--- config.mk ---
export PLATFORM = sky130hd
export DESIGN_NAME = sar_search
export DESIGN_NICKNAME = d
export VERILOG_FILES = /design/src/rtl/sar_search.sv
export SDC_FILE = /design/constraint.sdc
export NUM_CORES = 1
export LEC_CHECK = 0
export ABC_AREA = 1
export CORE_UTILIZATION = 55
export CTS_CLUSTER_DIAMETER = 100
export DETAILED_ROUTE_END_ITERATION = 8
export PLACE_DENSITY = 0.82
export SYNTH_ARGS = -nofsm -noshare
export SYNTH_HDL_FRONTEND = slang
export SYNTH_SLANG_ARGS = --single-unit
--- constraint.sdc ---
create_clock -name clk -period 3.8 [get_ports clk]
set_input_delay 1.14 -clock clk [delete_from_list [all_inputs] [get_ports clk]]
set_output_delay 1.14 -clock clk [all_outputs]
set_load 0.01 [all_outputs]
--- src/rtl/sar_search.sv ---
// Successive-approximation search engine: walks an N-bit value from MSB to LSB,
// asking an external comparator whether the target is >= each trial value.
module sar_search #(
   parameter int N = 8
) (
   input  logic         clk,
   input  logic         rst,
   input  logic         start,
   input  logic         abort,
   input  logic         cmp_valid,
   input  logic         cmp_ge,
   output logic [N-1:0] trial,
   output logic         trial_valid,
   output logic         busy,
   output logic         done,
   output logic [N-1:0] result,
   output logic [1:0]   state_dbg
);

   localparam int IW = $clog2(N);
   localparam logic [IW-1:0] IDX_TOP = IW'(N - 1);
   localparam logic [N-1:0]  ONE     = N'(1);

   typedef enum logic [1:0] {
      IDLE  = 2'd0,
      PROBE = 2'd1,
      DONE  = 2'd2
   } state_t;

   state_t        state;
   logic [N-1:0]  acc;
   logic [IW-1:0] idx;

   logic [N-1:0]  bit_mask;
   logic [N-1:0]  acc_upd;
   logic [N-1:0]  next_trial;

   // Handshake: trial is offered while trial_valid=1; a cycle with
   // trial_valid=1 and cmp_valid=1 consumes exactly one comparator result,
   // and trial is held stable for as long as cmp_valid stays low.
   always_comb begin
      bit_mask   = ONE << idx;
      acc_upd    = (acc & ~bit_mask) | (cmp_ge ? bit_mask : '0);
      next_trial = acc_upd | (bit_mask >> 1);
   end

   assign state_dbg = state;

   always_ff @(posedge clk or posedge rst) begin
      if (rst) begin
         state       <= IDLE;
         acc         <= '0;
         idx         <= IDX_TOP;
         trial       <= '0;
         trial_valid <= 1'b0;
         busy        <= 1'b0;
         done        <= 1'b0;
         result      <= '0;
      end else begin
         case (state)
            IDLE: begin
               done <= 1'b0;
               if (start) begin
                  state       <= PROBE;
                  acc         <= '0;
                  idx         <= IDX_TOP;
                  trial       <= ONE << (N - 1);
                  trial_valid <= 1'b1;
                  busy        <= 1'b1;
               end
            end

            PROBE: begin
               // abort wins over a comparator result arriving in the same cycle
               if (abort) begin
                  state       <= IDLE;
                  trial       <= '0;
                  trial_valid <= 1'b0;
                  busy        <= 1'b0;
               end else if (cmp_valid) begin
                  acc <= acc_upd;
                  if (idx != '0) begin
                     idx   <= idx - IW'(1);
                     trial <= next_trial;
                  end else begin
                     state       <= DONE;
                     trial       <= '0;
                     trial_valid <= 1'b0;
                     result      <= acc_upd;
                     done        <= 1'b1;
                  end
               end
            end

            DONE: begin
               state <= IDLE;
               done  <= 1'b0;
               busy  <= 1'b0;
            end

            default: begin
               state       <= IDLE;
               trial       <= '0;
               trial_valid <= 1'b0;
               busy        <= 1'b0;
               done        <= 1'b0;
            end
         endcase
      end
   end

endmodule

-- After elaboration in Yosys (flattened, before gate mapping)
Index checks and enable logic that the tools add are counted.
- RAM bits: 0
- output and inout bits: 21
- flip-flop bits (word level): 32
- bits in read-only memories: 0
- memories kept: 0
- latch bits: 0
- reduce and logical (&&, ||, !) cells: 11
- div/mod/pow operators: 0
- eq/ne operators: 10
- multiplexer cells: 31
- shift-type cells: 1
- $lt $le $gt $ge: 0
- multipliers: 0
- bitwise gates (word level): 7
- add/subtract/negate cells: 1
- operators with widths (cell ; number):
    8-bit 2-to-1 mux ; 8
    8-bit case mux with 3 select lines ; 1
    8-bit case mux with 2 select lines ; 1
    3-bit 2-to-1 mux ; 4
    2-bit inequality test (second input constant) ; 6
    4-bit AND reduction ; 3
    1-bit 2-to-1 mux ; 9
    3-bit AND reduction ; 3
    8-bit bitwise AND ; 1
    2-bit 2-to-1 mux ; 4
    8-bit NOT ; 1
    8-bit by 7-bit bitwise OR with 8-bit output ; 1
    8-bit bitwise OR ; 1
    1-bit by 3-bit << shifter with 8-bit output (first input constant) ; 1
    3-bit inequality test (second input constant) ; 2
    3-bit case mux with 2 select lines ; 1
    5-bit AND reduction ; 1
    2-bit case mux with 2 select lines ; 1
    1-bit NOT ; 3
    1-bit case mux with 3 select lines ; 1
    3-bit nonzero test ; 1
    3-bit by 1-bit subtractor with 3-bit output (second input constant) ; 1
    2-bit by 1-bit equality test with 1-bit output (second input constant) ; 1
    2-bit equality test (second input constant) ; 1
    4 further kinds ; 4

-- Longest topological paths before layout
Gate-level depths: netlist of the first run.
- depth in word-level cells: 9
- depth in mapped cells: 9
- depth with buffers taken out: 9

-- Worst setup path before layout of the first run
OpenSTA, ideal clock, no wires.
- path type: input to register
- start point: input cmp_valid
- end point: register idx[1]
- required time: 3.722 ns
- setup time: 0.078 ns
- setup slack: 1.898 ns
- path buffers: 0
- arrival time: 1.825 ns
- cell stages on the path: 7
- cell sequence: inv_1 nor2_1 nand2_4 nand2_2 nand2_2 nand2_1 o21ai_2
- longest elaborated chain between the ends: 2
- ends and longest elaborated chain (what ; line ; text):
    from (decl) ; 10 ; input logic cmp_valid,
    2-bit inequality test (no line) ; - ;
    5-bit AND reduction (no line) ; - ;
    to (signal assigned) ; 83 ; idx <= idx - IW'(1);
    to (decl) ; 32 ; logic [IW-1:0] idx;
Every way passes these cells.
A chain may end at the register's enable or synchronous reset.

-- Worst setup path in the final report of the first run
- start point: register state[1] (netlist: state_dbg[1])
- end point: output state_dbg[1]
- RTL lines (what ; line ; text):
    from (decl) ; 30 ; state_t state;
    from (signal assigned) ; 51 ; state <= IDLE;
    from (signal assigned) ; 64 ; state <= PROBE;
    from (signal assigned) ; 76 ; state <= IDLE;
    to (decl) ; 17 ; output logic [1:0] state_dbg
No word-level cell between the ends.

==> reports/summary.md, run 1 <==
### Outcome
- finished with violations — result of the run
- DRC — failing checks

### STA
- 384 MHz — Highest Clock Rate
- 1.20 ns — final setup slack of the worst path
- 0.475 ns — transition time at the pin with the least slew margin
- 0.488 ns — worst hold margin
- false — RSZ-0062 raised after global routing
- 0 — final setup fails
- 2.60 ns — final worst path period need
- 0.685 — post-route clock period utilization
- 0 — final-report hold violation count
- 0 — final max-slew violation count
- 0.0103 ns — setup clock skew after layout
- 0.683 — Relative slew margins
- 0 ns — total negative setup slack

### Power
- 738 nW/um2 — Cell Pwr Density
- 1.09 nW — leak pwr
- 1.48 mW — overall power
- 525 uV — Peak supply drop

### Clocking
- 0 — Post-CTS Resized
- 0 — count of buffers added by post-CTS timing repair for setup
- 2 — CTS max path bufs
- 0 — count of hold buffers inserted by post-cts repair
- 0.34 ns — insertion delay of the later-clocked pin in the worst-skew pair
- 32 — number of sinks handled by clock tree synthesis
- sky130_fd_sc_hd__clkbuf_4 — clock tree root driver cell
- done — clock tree from TritonCTS
- 2 — deepest level of the CTS H-tree
- 5 — number of buffers created by CTS
- 0.10 ns — Clock transition at path regs

### Routing
- 6 — iteration count of the initial detailed-routing pass
- 2 — detailed-route DRC error count
- 53 — DRC marker count from the first detailed-route iteration
- 5.10 — average vias per placed instance
- 3.47 mm — Post-Route WL
- 1372 — total vias in the final route
- 0 — count of antenna-violating nets left after detailed routing
- 12.9 um — Routed WL per cell

### Yosys
- 217 — number of nets produced by synthesis
- 1650 um2 — post-synth design cell area
- 23 — Distinct cells, synth
- 0.360 — simple-gate area share of the yosys netlist
- 0.439 — proportion of netlist area held by the largest area contributor
- 0.0379 — fraction of the mapped netlist area in adder cells
- 0.00530 — post-synthesis share of cell area spent on xor and xnor gates
- sky130_fd_sc_hd__dfrtp_1 — dominant cell type by area after synthesis
- 32 — total of flip-flops plus latches after synthesis
- 0 — post-synthesis mux area share
- 206 — Gate Count Post-Synth
- 0.487 — portion of the post-synthesis area used by sequential elements
- simple AND/OR/NAND/NOR gates — dominant combinational cell family by area after synthesis
- sky130_fd_sc_hd__dfrtp_1 44%, sky130_fd_sc_hd__nand2_1 22%, sky130_fd_sc_hd__nand3_1 6.7%, sky130_fd_sc_hd__dfstp_2 4.8%, sky130_fd_sc_hd__ha_1 3.8% — cells taking the most area after synthesis
- 8.02 um2 — synthesized area per cell
- 0 — Yosys warning total
- 0.0522 — synthesized-area fraction occupied by ao, oa, aoi and oai cells

### Global routing
- 1339 — number of global-route vias before repair
- 0 — total congestion overflow after global routing
- 0 — initial antenna violation count
- 0.247 — Total GRT Usage
- 5.98 mm — wire length of the first global-routing pass
- 33 — pin count of the biggest net entering global routing

### Floorplan
- 2810 um2 — placeable core region
- 0.589 — effective utilization at floorplan
- 27 — number of top-level pins
- 56.8 um — Chip Height
- 56.8 um — horizontal die dimension
- 19 — Cell Rows
- 3230 um2 — die area

### Setup path
- reg2out — classification of the worst setup path
- output port — category of the worst setup path capture point
- sky130_fd_sc_hd__clkdlybuf4s50_1 — cell at the slowest stage of the critical path
- 1 — count of buffer and inverter cells on the critical path
- 6 — worst-path fanout max
- clkdlybuf4s50_1 — cells along the critical path
- 1.46 ns — Data arrival, critical path
- 2.66 ns — endpoint required time on the critical path
- flop — startpoint type of the worst setup path
- buffers and inverters — cell class contributing the biggest share of worst-path delay
- 0.60 ns — Crit path largest cell delay

### Finish
- 0 — n_diodes
- 248 — final-stage net count
- sky130_fd_sc_hd__nand2_1 — most common library cell in the layout ignoring fill and taps
- 95 x sky130_fd_sc_hd__nand2_1, 29 x sky130_fd_sc_hd__dfrtp_1, 26 x sky130_fd_sc_hd__clkdlybuf4s50_1 — leading cell types in the layout, fill and taps excluded
- 219 — filler instances
- 21.5% — growth of design area from synthesis to finish
- 0.118 — layout cells sized above 1

### Flow run
- 0 — max-cap viol count

### Place
- 1.26 ns — worst slack at placement
- 26 — number of buffers added on ports
- 2.48 mm — DPL Wire Length
- 0.832 — routability congestion estimate from global placement

### Hold path
- reg2reg — worst min-delay path category

layer usage:
metal | vias up | global-route usage | wire length, um
met1 | 623 | 0.327 | 1720
met5 | - | 0 | 0
met4 | 0 | 0.115 | 53
met3 | 7 | 0.0484 | 138
met2 | 37 | 0.393 | 1560
li1 | 705 | - | -
registers in the layout, summed over array words and instances (netlist names):
name	count
trial	8
busy	1
done	1
trial_valid	1
state_dbg	2
idx	3
acc	8
result	8
cell type report:
class,instances,area (um2),area share
sequential,32,805,0.401
multi-input combinational,154,753,0.375
timing repair buffer,27,268,0.133
inverter,17,67.6,0.0336
clock buffer,6,41.3,0.0206
tap,31,38.8,0.0193
clock inverter,2,35.0,0.0174
worst paths after layout:
| check | start | endpoint | slack, ns | depth (start not counted) |
|---|---|---|---|---|
| min reg2reg | result[3]$_DFFE_PP0P_ | result[3]$_DFFE_PP0P_ | 0.49 | 2 |
| min | result[3]$_DFFE_PP0P_ | result[3]$_DFFE_PP0P_ | 0.49 | 2 |
| max | state_dbg[1]$_DFFE_PP0P_ | state_dbg[1] | 1.20 | 1 |
| min in group asynchronous | rst | result[0]$_DFFE_PP0P_ | 1.17 | 3 |
| max reg2reg | idx[0]$_DFFE_PP1P_ | result[5]$_DFFE_PP0P_ | 2.10 | 8 |
| max in group asynchronous | rst | idx[0]$_DFFE_PP1P_ | 2.29 | 3 |
power breakdown:
group	internal [mW]	switching, mW	total [mW]
combinational	0.288	0.389	0.677
sequential	0.460	0.0874	0.547
clock	0.138	0.120	0.258
through the flow:
| stage | std cells | area, um2 | util |
|---|---|---|---|
| detailed placement | 261 | 1930 | 0.689 |
| finish | 269 | 2010 | 0.716 |
| floorplan | 206 | 1650 | - |
| CTS | 269 | 2010 | 0.716 |
| global route | 269 | 2010 | 0.716 |
| global placement | 261 | 1930 | 0.689 |
synthesized netlist by cell type:
library cell and count:
sky130_fd_sc_hd__buf_8 1, sky130_fd_sc_hd__inv_2 3, sky130_fd_sc_hd__nand2_4 2, sky130_fd_sc_hd__nand2_2 3, sky130_fd_sc_hd__o211ai_1 1, sky130_fd_sc_hd__nor2_4 2
sky130_fd_sc_hd__nand3_4 2, sky130_fd_sc_hd__o21ai_1 7, sky130_fd_sc_hd__nand2_1 95, sky130_fd_sc_hd__buf_4 1, sky130_fd_sc_hd__o21ai_2 2, sky130_fd_sc_hd__inv_4 1
sky130_fd_sc_hd__o21bai_2 1, sky130_fd_sc_hd__o21ai_0 3, sky130_fd_sc_hd__dfrtp_1 29, sky130_fd_sc_hd__inv_1 12, sky130_fd_sc_hd__nand3_1 22, sky130_fd_sc_hd__xor2_1 1
sky130_fd_sc_hd__nor2_1 8, sky130_fd_sc_hd__clkinv_2 1, sky130_fd_sc_hd__dfstp_2 3, sky130_fd_sc_hd__ha_1 5, sky130_fd_sc_hd__buf_2 1
worst reg2reg max path, cell delays in order, from the launching register on:
cell	delay [ns]
sky130_fd_sc_hd__dfstp_2	0.58
sky130_fd_sc_hd__inv_1	0.09
sky130_fd_sc_hd__ha_1	0.29
sky130_fd_sc_hd__nand2_2	0.12
sky130_fd_sc_hd__inv_2	0.07
sky130_fd_sc_hd__nand3_4	0.13
sky130_fd_sc_hd__clkinv_2	0.17
sky130_fd_sc_hd__nand2_1	0.10
sky130_fd_sc_hd__nand2_1	0.05
cells by family (layout without fill, tap and decap cells):
group / after synthesis / in the layout
and+or+nand+nor: 134 / 134
AOI/OAI and AO/OA: 14 / 14
xor gates and xnor gates: 1 / 1
adders and majority gates: 5 / 5
DFF: 32 / 32
buffers and inverters: 20 / 52
(Power assumes the default switching activity.)
==> run 2, diff against run 1 <==
--- a/config.mk
+++ b/config.mk
@@ -6,10 +6,10 @@
 export NUM_CORES = 1
 export LEC_CHECK = 0
 export ABC_AREA = 1
-export CORE_UTILIZATION = 55
+export CORE_UTILIZATION = 52
 export CTS_CLUSTER_DIAMETER = 100
 export DETAILED_ROUTE_END_ITERATION = 8
-export PLACE_DENSITY = 0.82
+export PLACE_DENSITY = 0.78
 export SYNTH_ARGS = -nofsm -noshare
 export SYNTH_HDL_FRONTEND = slang
 export SYNTH_SLANG_ARGS = --single-unit
==> constraint.sdc (replaced) <==
create_clock -name clk -period 2.7 [get_ports clk]
set_input_delay 0.81 -clock clk [delete_from_list [all_inputs] [get_ports clk]]
set_output_delay 0.81 -clock clk [all_outputs]
set_load 0.01 [all_outputs]
==> run 2 against run 1 <==
  * The run now ends clean
  * Critical path depth unchanged
  * Combinational power increased by 41%
  * Worst hold slack about the same
  * Utilization decreased by 4.4 points
  * Sequential share of layout area decreased by 0.54 points
  * Design area increased by 1.4%
  * Setup slack got worse by 0.74 ns
  * Count of clock-buffer cells in the layout decreased by 1
  * Clock power increased by 41%
  * Cell count increased by 5.2%
  * Critical path type unchanged
  * Highest routed layer unchanged
==> reports/summary.md, run 2 (synthesized netlist as in run 1, its figures left out) <==
### Outcome
- finished, final reports clean — result of the run, was finished with violations

### Clocking
- 0 — Post-CTS Resized, unchanged
- 0.34 ns — insertion delay of the later-clocked pin in the worst-skew pair, about the same
- 0 — count of hold buffers inserted by post-cts repair, unchanged
- 2 — CTS max path bufs, unchanged
- 2 — deepest level of the CTS H-tree, unchanged
- 5 — number of buffers created by CTS, unchanged
- sky130_fd_sc_hd__clkbuf_4 — clock tree root driver cell, unchanged
- 32 — number of sinks handled by clock tree synthesis, unchanged
- 0.11 ns — Clock transition at path regs, was 0.10 ns
- 0 — count of buffers added by post-CTS timing repair for setup, unchanged
- done — clock tree from TritonCTS, unchanged

### STA
- 0.00891 ns — setup clock skew after layout, was 0.0103 ns
- false — RSZ-0062 raised after global routing, unchanged
- 0 ns — total negative setup slack, unchanged
- 0 — final-report hold violation count, unchanged
- 0 — final max-slew violation count, unchanged
- 0.688 — Relative slew margins, was 0.683
- 2.24 ns — final worst path period need
- 0.831 — post-route clock period utilization
- 446 MHz — Highest Clock Rate
- 0.489 ns — worst hold margin, was 0.488 ns
- 0 — final setup fails, unchanged
- 0.467 ns — transition time at the pin with the least slew margin, was 0.475 ns

### Power
- 0.400 — Switching Share, was 0.403
- 0.833 mW — switching power, was 0.597 mW
- 1020 nW/um2 — Cell Pwr Density, was 738 nW/um2
- 1.25 mW — internal power, was 0.886 mW
- 0.368 — sequential power share, was 0.369
- 480 uV — Peak supply drop, was 525 uV
- 0.457 — combinational power share, about the same
- 2.08 mW — overall power, was 1.48 mW
- 1.09 nW — leak pwr, about the same
- 0.175 — clock share of power, was 0.174

### Routing
- 4.86 — average vias per placed instance, was 5.10
- 6 — iteration count of the initial detailed-routing pass, unchanged
- 0 — detailed-route DRC error count, was 2
- 53 — DRC marker count from the first detailed-route iteration, unchanged
- 3.19 mm — Post-Route WL, was 3.47 mm
- 1374 — total vias in the final route, was 1372
- 0 — count of antenna-violating nets left after detailed routing, unchanged
- 11.3 um — Routed WL per cell, was 12.9 um

### Setup path
- state_dbg[1] — crit path capture, unchanged
- 6 — worst-path fanout max, unchanged
- 1 — Worst path depth, unchanged
- result[0]$_DFFE_PP0P_ — critical register-to-register path endpoint, was result[5]$_DFFE_PP0P_
- 1.89 ns — endpoint required time on the critical path, was 2.66 ns
- output port — category of the worst setup path capture point, unchanged
- 8 — worst reg2reg path depth, unchanged
- clkdlybuf4s50_1 — cells along the critical path, unchanged
- buffers and inverters — cell class contributing the biggest share of worst-path delay, unchanged
- flop — startpoint type of the worst setup path, unchanged
- 0.59 ns — Crit path largest cell delay, was 0.60 ns
- sky130_fd_sc_hd__clkdlybuf4s50_1 — cell at the slowest stage of the critical path, unchanged
- 1.05 ns — slack of the worst reg-to-reg path, was 2.10 ns
- 1 — count of buffer and inverter cells on the critical path, unchanged
- state_dbg[1]$_DFFE_PP0P_ — Setup crit start, unchanged
- idx[0]$_DFFE_PP1P_ — Crit Reg-Reg Startpoint, unchanged
- 1.43 ns — Data arrival, critical path, was 1.46 ns
- reg2out — classification of the worst setup path, unchanged

### Global routing
- 0 — initial antenna violation count, unchanged
- 33 — pin count of the biggest net entering global routing, unchanged
- 0 — total congestion overflow after global routing, unchanged
- 1262 — number of global-route vias before repair, was 1339
- 0.225 — Total GRT Usage, was 0.247
- 5.65 mm — wire length of the first global-routing pass, was 5.98 mm

### Floorplan
- 58.4 um — Chip Height, was 56.8 um
- 27 — number of top-level pins, unchanged
- 58.4 um — horizontal die dimension, was 56.8 um
- 0.546 — effective utilization at floorplan, was 0.589
- 3030 um2 — placeable core region, was 2810 um2
- 3410 um2 — die area, was 3230 um2
- 20 — Cell Rows, was 19

### Finish
- 753 um2 — area of combinational cells with multiple inputs, unchanged
- sky130_fd_sc_hd__nand2_1 — most common library cell in the layout ignoring fill and taps, unchanged
- 805 um2 — Sequential cell area, unchanged
- acc: 8 flops, result: 8 flops, trial: 8 flops — Top Registers, unchanged
- 0 — n_diodes, unchanged
- 0.126 — layout cells sized above 1, was 0.118
- 249 — final-stage net count, was 248
- 95 x sky130_fd_sc_hd__nand2_1, 29 x sky130_fd_sc_hd__dfrtp_1, 26 x sky130_fd_sc_hd__clkdlybuf4s50_1 — leading cell types in the layout, fill and taps excluded, unchanged
- 272 — filler instances, was 219
- 283 — Final Non-Filler Cells, was 269
- 23.2% — growth of design area from synthesis to finish, was 21.5%

### Hold path
- reg2reg — worst min-delay path category, unchanged

### Place
- 26 — number of buffers added on ports, unchanged
- 2.32 mm — DPL Wire Length, was 2.48 mm
- 275 — number of placed instances with taps included, was 261
- 0.897 — routability congestion estimate from global placement, was 0.832

### Flow run
- 0 — max-cap viol count, unchanged

run 2: changes by cell type in the layout (fill, tap and decap cells not counted):
cell	previous run	this run
sky130_fd_sc_hd__clkbuf_1	1	0
sky130_fd_sc_hd__clkinvlp_4	0	1
sky130_fd_sc_hd__buf_4	1	2
run 2: stage by stage:
stage,worst slack (ns),util,instance area (um2)
global placement,0.533,0.646,1960
global route,0.405,0.672,2040
detailed placement,0.523,0.646,1960
floorplan,1.13,-,1650
CTS,0.452,0.672,2040
finish,0.457,0.672,2040
run 2: worst min path at each step:
stage	startpoint	to	slack, ns	cells after the start
after detailed placement	trial[3]$_DFFE_PP0P_	trial[3]$_DFFE_PP0P_	0.47	2
after CTS	trial[3]$_DFFE_PP0P_	trial[3]$_DFFE_PP0P_	0.49	2
after floorplan	acc[4]$_DFFE_PP0P_	acc[4]$_DFFE_PP0P_	0.47	2
after global placement	trial[3]$_DFFE_PP0P_	trial[3]$_DFFE_PP0P_	0.46	2
after global routing	trial[3]$_DFFE_PP0P_	trial[3]$_DFFE_PP0P_	0.51	2
final	result[6]$_DFFE_PP0P_	result[6]$_DFFE_PP0P_	0.49	2
run 2: cell type report:
type                    instances  share of cell area
multi-input cells             154               0.370
clock inverters                 3              0.0209
well taps                      44              0.0270
inverters                      17              0.0332
clock buffers                   5              0.0184
flip-flops and latches         32               0.395
repair buffers                 28               0.135
run 2: per-layer routing:
metal / vias up / part of all wire / GRT usage
met4: 0 / 0.016 / 0.0850
met2: 37 / 0.45 / 0.343
met1: 617 / 0.50 / 0.308
met5: - / 0 / 0
li1: 714 / - / -
met3: 6 / 0.041 / 0.0637
run 2: power groups by stage:
stage          Clock [mW]  Combinational [mW]  Sequential (mW)
3_5_place_dp            0               0.949            0.775
3_3_place_gp            0               0.943            0.774
4_1_cts             0.374               0.954            0.767
5_1_grt             0.391                1.07            0.790
2_1_floorplan           0               0.604            0.789
6_report            0.365               0.952            0.767
==> variant 1 (settings of run 2) <==
Set the parameter `N` to 16 (it was 8).
--- a/src/rtl/sar_search.sv
+++ b/src/rtl/sar_search.sv
@@ -1,7 +1,7 @@
 // Successive-approximation search engine: walks an N-bit value from MSB to LSB,
 // asking an external comparator whether the target is >= each trial value.
 module sar_search #(
-   parameter int N = 8
+   parameter int N = 16
 ) (
    input  logic         clk,
    input  logic         rst,
Interface: changed (resized result and trial); port bits go from 27 to 43. The function was not compared with the original's and may differ.
==> variant 1 against run 2 <==
  * Sequential cell count is 25 higher
  * Die area is 66% higher
  * Global-route usage is 3.4 points higher
  * Area after synthesis is 69% higher
  * Critical path type unchanged
  * Final area is 70% higher
  * Power is 63% higher
  * First-iteration DRC count grew to 3.6 times the old value
  * Clock power is 94% higher
  * Wire length is 98% higher
  * Sequential share of layout area is 1.8 points higher
  * Worst setup slack better by 0.015 ns
  * Critical path depth stayed put
  * Clock skew is 0.0013 ns lower
==> variant 1: results (changes against run 2) <==
* Routed wire length per instance at 13.4 um (was 11.3 um)
* Nets at 405 (was 249)
* FILL cells at 468 (was 272)
* Largest net degree at the start of global routing at 58 (was 33)
* CTS root buf: clkbuf_8 (was clkbuf_4)
* First-pass GRT wire length at 10.7 mm (was 5.65 mm)
* Compound-Gate Fraction of Synth Area at 8.34% (was 5.22%)
* Wire length on met1 at 2.86 mm (was 1.58 mm)
* Sequential cell area share at 41.3% (was 39.5%)
* Vias per inst at 5.18 (was 4.86)
* Slew headroom at 74.6% (was 68.8%)
* Multi-input logic area at 0.00122 sq mm (was 753 sq um)
* Mux share of post-synthesis cell area at 0% (unchanged)
* Met2 Track Usage GR at 40.3% (was 34.3%)
* Hold Startpoint: busy (was result[6])
* Iteration-0 DRC Markers at 193 (was 53)
* Gpl congestion at 0.829 (was 0.897)
* Peak VDD IR at 0.602 mV (was 0.480 mV)
* Non-clock inverter count at 15 (was 17)
* Routed wl met2 at 2.93 mm (was 1.42 mm)
* CTS sink cnt at 57 (was 32)
* Largest regs: acc (16), result (16), trial (16) (was acc (8), result (8), trial (8))
* Multi-In Gates at 261 (was 154)
* M1 GR Usage at 35.1% (was 30.8%)
* Asr flop ratio synth at 100% (unchanged)
* Clock latency on the worst-skew pair at 0.35 ns
* Nonclk buf count at 50 (was 28)
* RR Endpoint: trial[6] (was result[0])
* Register area share after synthesis at 51.3% (was 48.7%)
* Flop2flop setup slack at 0.73 ns (was 1.05 ns)
* Layout clock area frac at 5.02% (was 3.93%)
* Synth cell types at 26 (was 23)
* Post-Syn Nets at 358 (was 217)
* Met3 GRT Util at 6.02% (was 6.37%)
* Synth top cells by count: 164 x nand2_1, 53 x dfrtp_1, 37 x nand3_1 (was 95 x nand2_1, 29 x dfrtp_1, 22 x nand3_1)
* Post-synthesis adder-cell area fraction at 2.24% (was 3.79%)
* Critical path origin: state_dbg[1] (unchanged)
* Post-synthesis xor/xnor area fraction at 0% (was 0.530%)
* Internal Power at 2.11 mW (was 1.25 mW)
* Met3 routed WL at 384 um (was 131 um)
* Min-Delay Endpoint: busy (was result[6])
* Leakage power figure at 1.77 nW (was 1.09 nW)
* NonClk Buf Share at 14.2% (was 13.5%)
* Clock slew at reported path FFs at 0.06 ns (was 0.11 ns)
* Clock buffer cells at 13 (was 5)
* Share of cells above drive strength 1 at 9.77% (was 12.6%)
* Gate power share at 40.9% (was 45.7%)
* Power, Total at 3.40 mW (was 2.08 mW)
* Vias in the first global route at 2303 (was 1262)
* IO Port Bufs at 42 (was 26)
* Synth top area cells: dfrtp_1 48%, nand2_1 22%, nand3_1 6.6% (was dfrtp_1 44%, nand2_1 22%, nand3_1 6.7%)
* Status: completed (unchanged)
* Die Footprint at 0.00566 sq mm (was 0.00341 sq mm)
* Skew final at 0.00766 ns (was 0.00891 ns)
* DP HPWL at 4.22 mm (was 2.32 mm)
* Tot GR Track Use at 26.0% (was 22.5%)
* Clock Power at 709 uW (was 365 uW)
* CTS Buf Count at 9 (was 5)
* DR pass1 iterations at 4 (was 6)
* CTS H-tree lvls at 3 (was 2)
## variant 1: cells by family (layout without fill, tap and decap cells)
group / count (synthesis) / after routing
buffers and inverters: 29 / 81
adder cells (fa/ha/maj): 5 / 5
flip-flops: 57 / 57
AND/OR/NAND/NOR: 217 / 217
AO/OA/AOI/OAI: 39 / 39
## variant 1: stage by stage
step | utilization (%) | instance area (sq um) | hold WS [ns] | instances | setup slack (ns)
floorplan | - | 2790 | 0.469 | 347 | 0.497
global placement | 64.1 | 3290 | 0.464 | 453 | 0.371
detailed placement | 64.1 | 3290 | 0.462 | 453 | 0.318
CTS | 67.5 | 3470 | 0.481 | 469 | 0.468
global route | 67.5 | 3470 | 0.502 | 469 | 0.436
finish | 67.5 | 3470 | 0.477 | 469 | 0.473
## variant 1: tightest hold or removal path, cell delays in order (launching register included)
cell     delay (ns)
dfrtp_1        0.35
nand2_1        0.05
nand2_1        0.05
==> variant 2 (flow settings as in run 2) <==
Made on the original files. Put one more register stage on the output `result`. The value now appears one clock later. The other outputs are not delayed to match. Comments in the files are not updated.
--- a/src/rtl/sar_search.sv
+++ b/src/rtl/sar_search.sv
@@ -27,6 +27,8 @@
       DONE  = 2'd2
    } state_t;
 
+   logic [N-1:0] result_s0;
+
    state_t        state;
    logic [N-1:0]  acc;
    logic [IW-1:0] idx;
@@ -55,7 +57,7 @@
          trial_valid <= 1'b0;
          busy        <= 1'b0;
          done        <= 1'b0;
-         result      <= '0;
+         result_s0   <= '0;
       end else begin
          case (state)
             IDLE: begin
@@ -86,7 +88,7 @@
                      state       <= DONE;
                      trial       <= '0;
                      trial_valid <= 1'b0;
-                     result      <= acc_upd;
+                     result_s0   <= acc_upd;
                      done        <= 1'b1;
                   end
                end
@@ -109,5 +111,9 @@
       end
    end
 
+   always_ff @(posedge clk) begin
+      result <= result_s0;
+   end
+
 endmodule
 
Formal check against the unedited RTL: not equivalent (Yosys sat finds a counterexample within 10 cycles, from zero or initial values and one cycle with rst high).
==> variant 2 against run 2 <==
  * Non-clock buffer count shrank 1
  * Worst setup slack gained 0.011 ns
  * Final area grew 5.1%
  * Hold slack lost 0.11 ns
  * Wire length grew 3.9%
  * Sequential cell count grew 8
  * Final cell count grew 1.1%
  * First-iteration DRC count grew 1.9%
  * Count of clock-buffer cells in the layout is the same
  * Sequential share of layout area grew 5.6 points
  * Power grew 5.3%
  * Area after synthesis grew 7.0%
  * Fmax grew 0.51%
==> variant 2: results (changes against run 2) <==
* Flop2flop setup slack at 0.87 ns (was 1.05 ns)
* CP required at 1.89 ns (about the same)
* RR Endpoint: result_s0[0] (was result[0])
* Leakage power figure at 1.15 nW (was 1.09 nW)
* Post-Syn Nets at 222 (was 217)
* Asr flop ratio synth at 80.0% (was 100%)
* DR DRC count at 0 (unchanged)
* DP HPWL at 2.42 mm (was 2.32 mm)
* CTS H-tree lvls at 2 (unchanged)
* CTS max path bufs at 2 (unchanged)
* Register area share after synthesis at 54.5% (was 48.7%)
* Slowest stage delay, CP at 0.58 ns
* Ys flop type: dfrtp_1 (unchanged)
* FF-to-FF path depth at 8 (unchanged)
* Slew headroom at 66.5% (was 68.8%)
* Critical path origin: state_dbg[1] (unchanged)
* Crit-path slowest cell: clkdlybuf4s50_1 (unchanged)
* Synth top cells by count: 97 x nand2_1, 29 x dfrtp_1, 20 x nand3_1 (was 95 x nand2_1, 29 x dfrtp_1, 22 x nand3_1)
* Clock latency on the worst-skew pair at 0.36 ns (was 0.34 ns)
* Synth cell types at 22 (was 23)
* CTS-repair resized insts at 0 (unchanged)
* M1 GR Usage at 30.4% (was 30.8%)
* First-pass GRT wire length at 5.73 mm (was 5.65 mm)
* Nets at 252 (was 249)
* Gpl congestion at 0.894 (was 0.897)
* Tot GR Track Use at 21.9% (was 22.5%)
* CP max FO at 5 (was 6)
* Met2 Track Usage GR at 32.0% (was 34.3%)
* Worst setup path end: state_dbg[1] (unchanged)
* Largest net degree at the start of global routing at 33 (unchanged)
* Peak VDD IR at 0.603 mV (was 0.480 mV)
* Placement Cell Area at 0.00206 sq mm (was 0.00196 sq mm)
* IO Port Bufs at 26 (unchanged)
* DR pass1 iterations at 4 (was 6)
* CTS root buf: clkbuf_4 (unchanged)
* Iteration-0 DRC Markers at 54 (was 53)
* Tightest Hold Check Type: flop to flop (unchanged)
* Routed wire length per instance at 11.6 um (was 11.3 um)
* Vias in the first global route at 1285 (was 1262)
* Routed vias at 1405 (was 1374)
* Skew final at 0.00660 ns (was 0.00891 ns)
* Initial antenna violation count at 0 (unchanged)
* Family with the most delay on the worst path: buffers and inverters (unchanged)
* Reg2reg start: idx[0] (unchanged)
* CTS Buf Count at 5 (unchanged)
* Share of cells above drive strength 1 at 10.7% (was 12.6%)
* Met3 GRT Util at 6.61% (was 6.37%)
* Synth top area cells: dfrtp_1 41%, nand2_1 21%, dfxtp_1 9.1% (was dfrtp_1 44%, nand2_1 22%, nand3_1 6.7%)
* Status: completed (unchanged)
==> variant 2: metrics by stage <==
step | setup slack (ns) | std cells
final | 0.469 | 286
after global routing | 0.433 | 286
after CTS | 0.472 | 286
after detailed placement | 0.430 | 278
after global placement | 0.487 | 278
after floorplan | 1.19 | 211
==> variant 2: layout make-up <==
class,count,area [sq um]
flip-flops and latches,40,965
fillers,262,988
repair buffers,27,268
inverters,21,81.3
well taps,44,55.1
multi-input cells,146,691
clock buffers,5,37.5
clock inverters,3,42.5
==> variant 2: cells by family after synthesis <==
group                      after synthesis  synth area share [%]
DFF                                     40                  54.5
buffers and inverters                   25                  6.44
and+or+nand+nor                        129                  31.0
adders and majority gates                5                  3.54
AOI/OAI and AO/OA                       12                  4.53
==> variant 2: power by group <==
part           internal [mW]  switching (mW)  total (mW)
registers              0.808           0.116       0.924
logic                  0.368           0.508       0.876
clock network          0.193           0.202       0.395
total                   1.37           0.826        2.19
==> variant 2: worst reg2reg max path, cell delays in order (launching register included) <==
cell      delay (ns)
dfstp_2         0.59
inv_1           0.08
ha_1            0.26
nand2_2         0.12
inv_2           0.09
nand3_2         0.19
clkinv_1        0.23
nand2_1         0.12
nand2_1         0.05
==> variant 2: worst min path at each step <==
stage | from | to | slack, ns | depth (start not counted)
2_1_floorplan | result_s0[0] | result[0] | 0.35 | 0
3_3_place_gp | result_s0[0] | result[0] | 0.35 | 0
3_5_place_dp | result_s0[6] | result[6] | 0.35 | 0
4_1_cts | result_s0[6] | result[6] | 0.38 | 0
5_1_grt | result_s0[5] | result[5] | 0.40 | 0
6_report | result_s0[6] | result[6] | 0.38 | 0
==> variant 2: routing by layer <==
layer / routed length (um) / vias up
li1: - / 721
met1: 1560 / 641
met2: 1550 / 38
met3: 163 / 5
met4: 48 / 0
met5: 0 / -
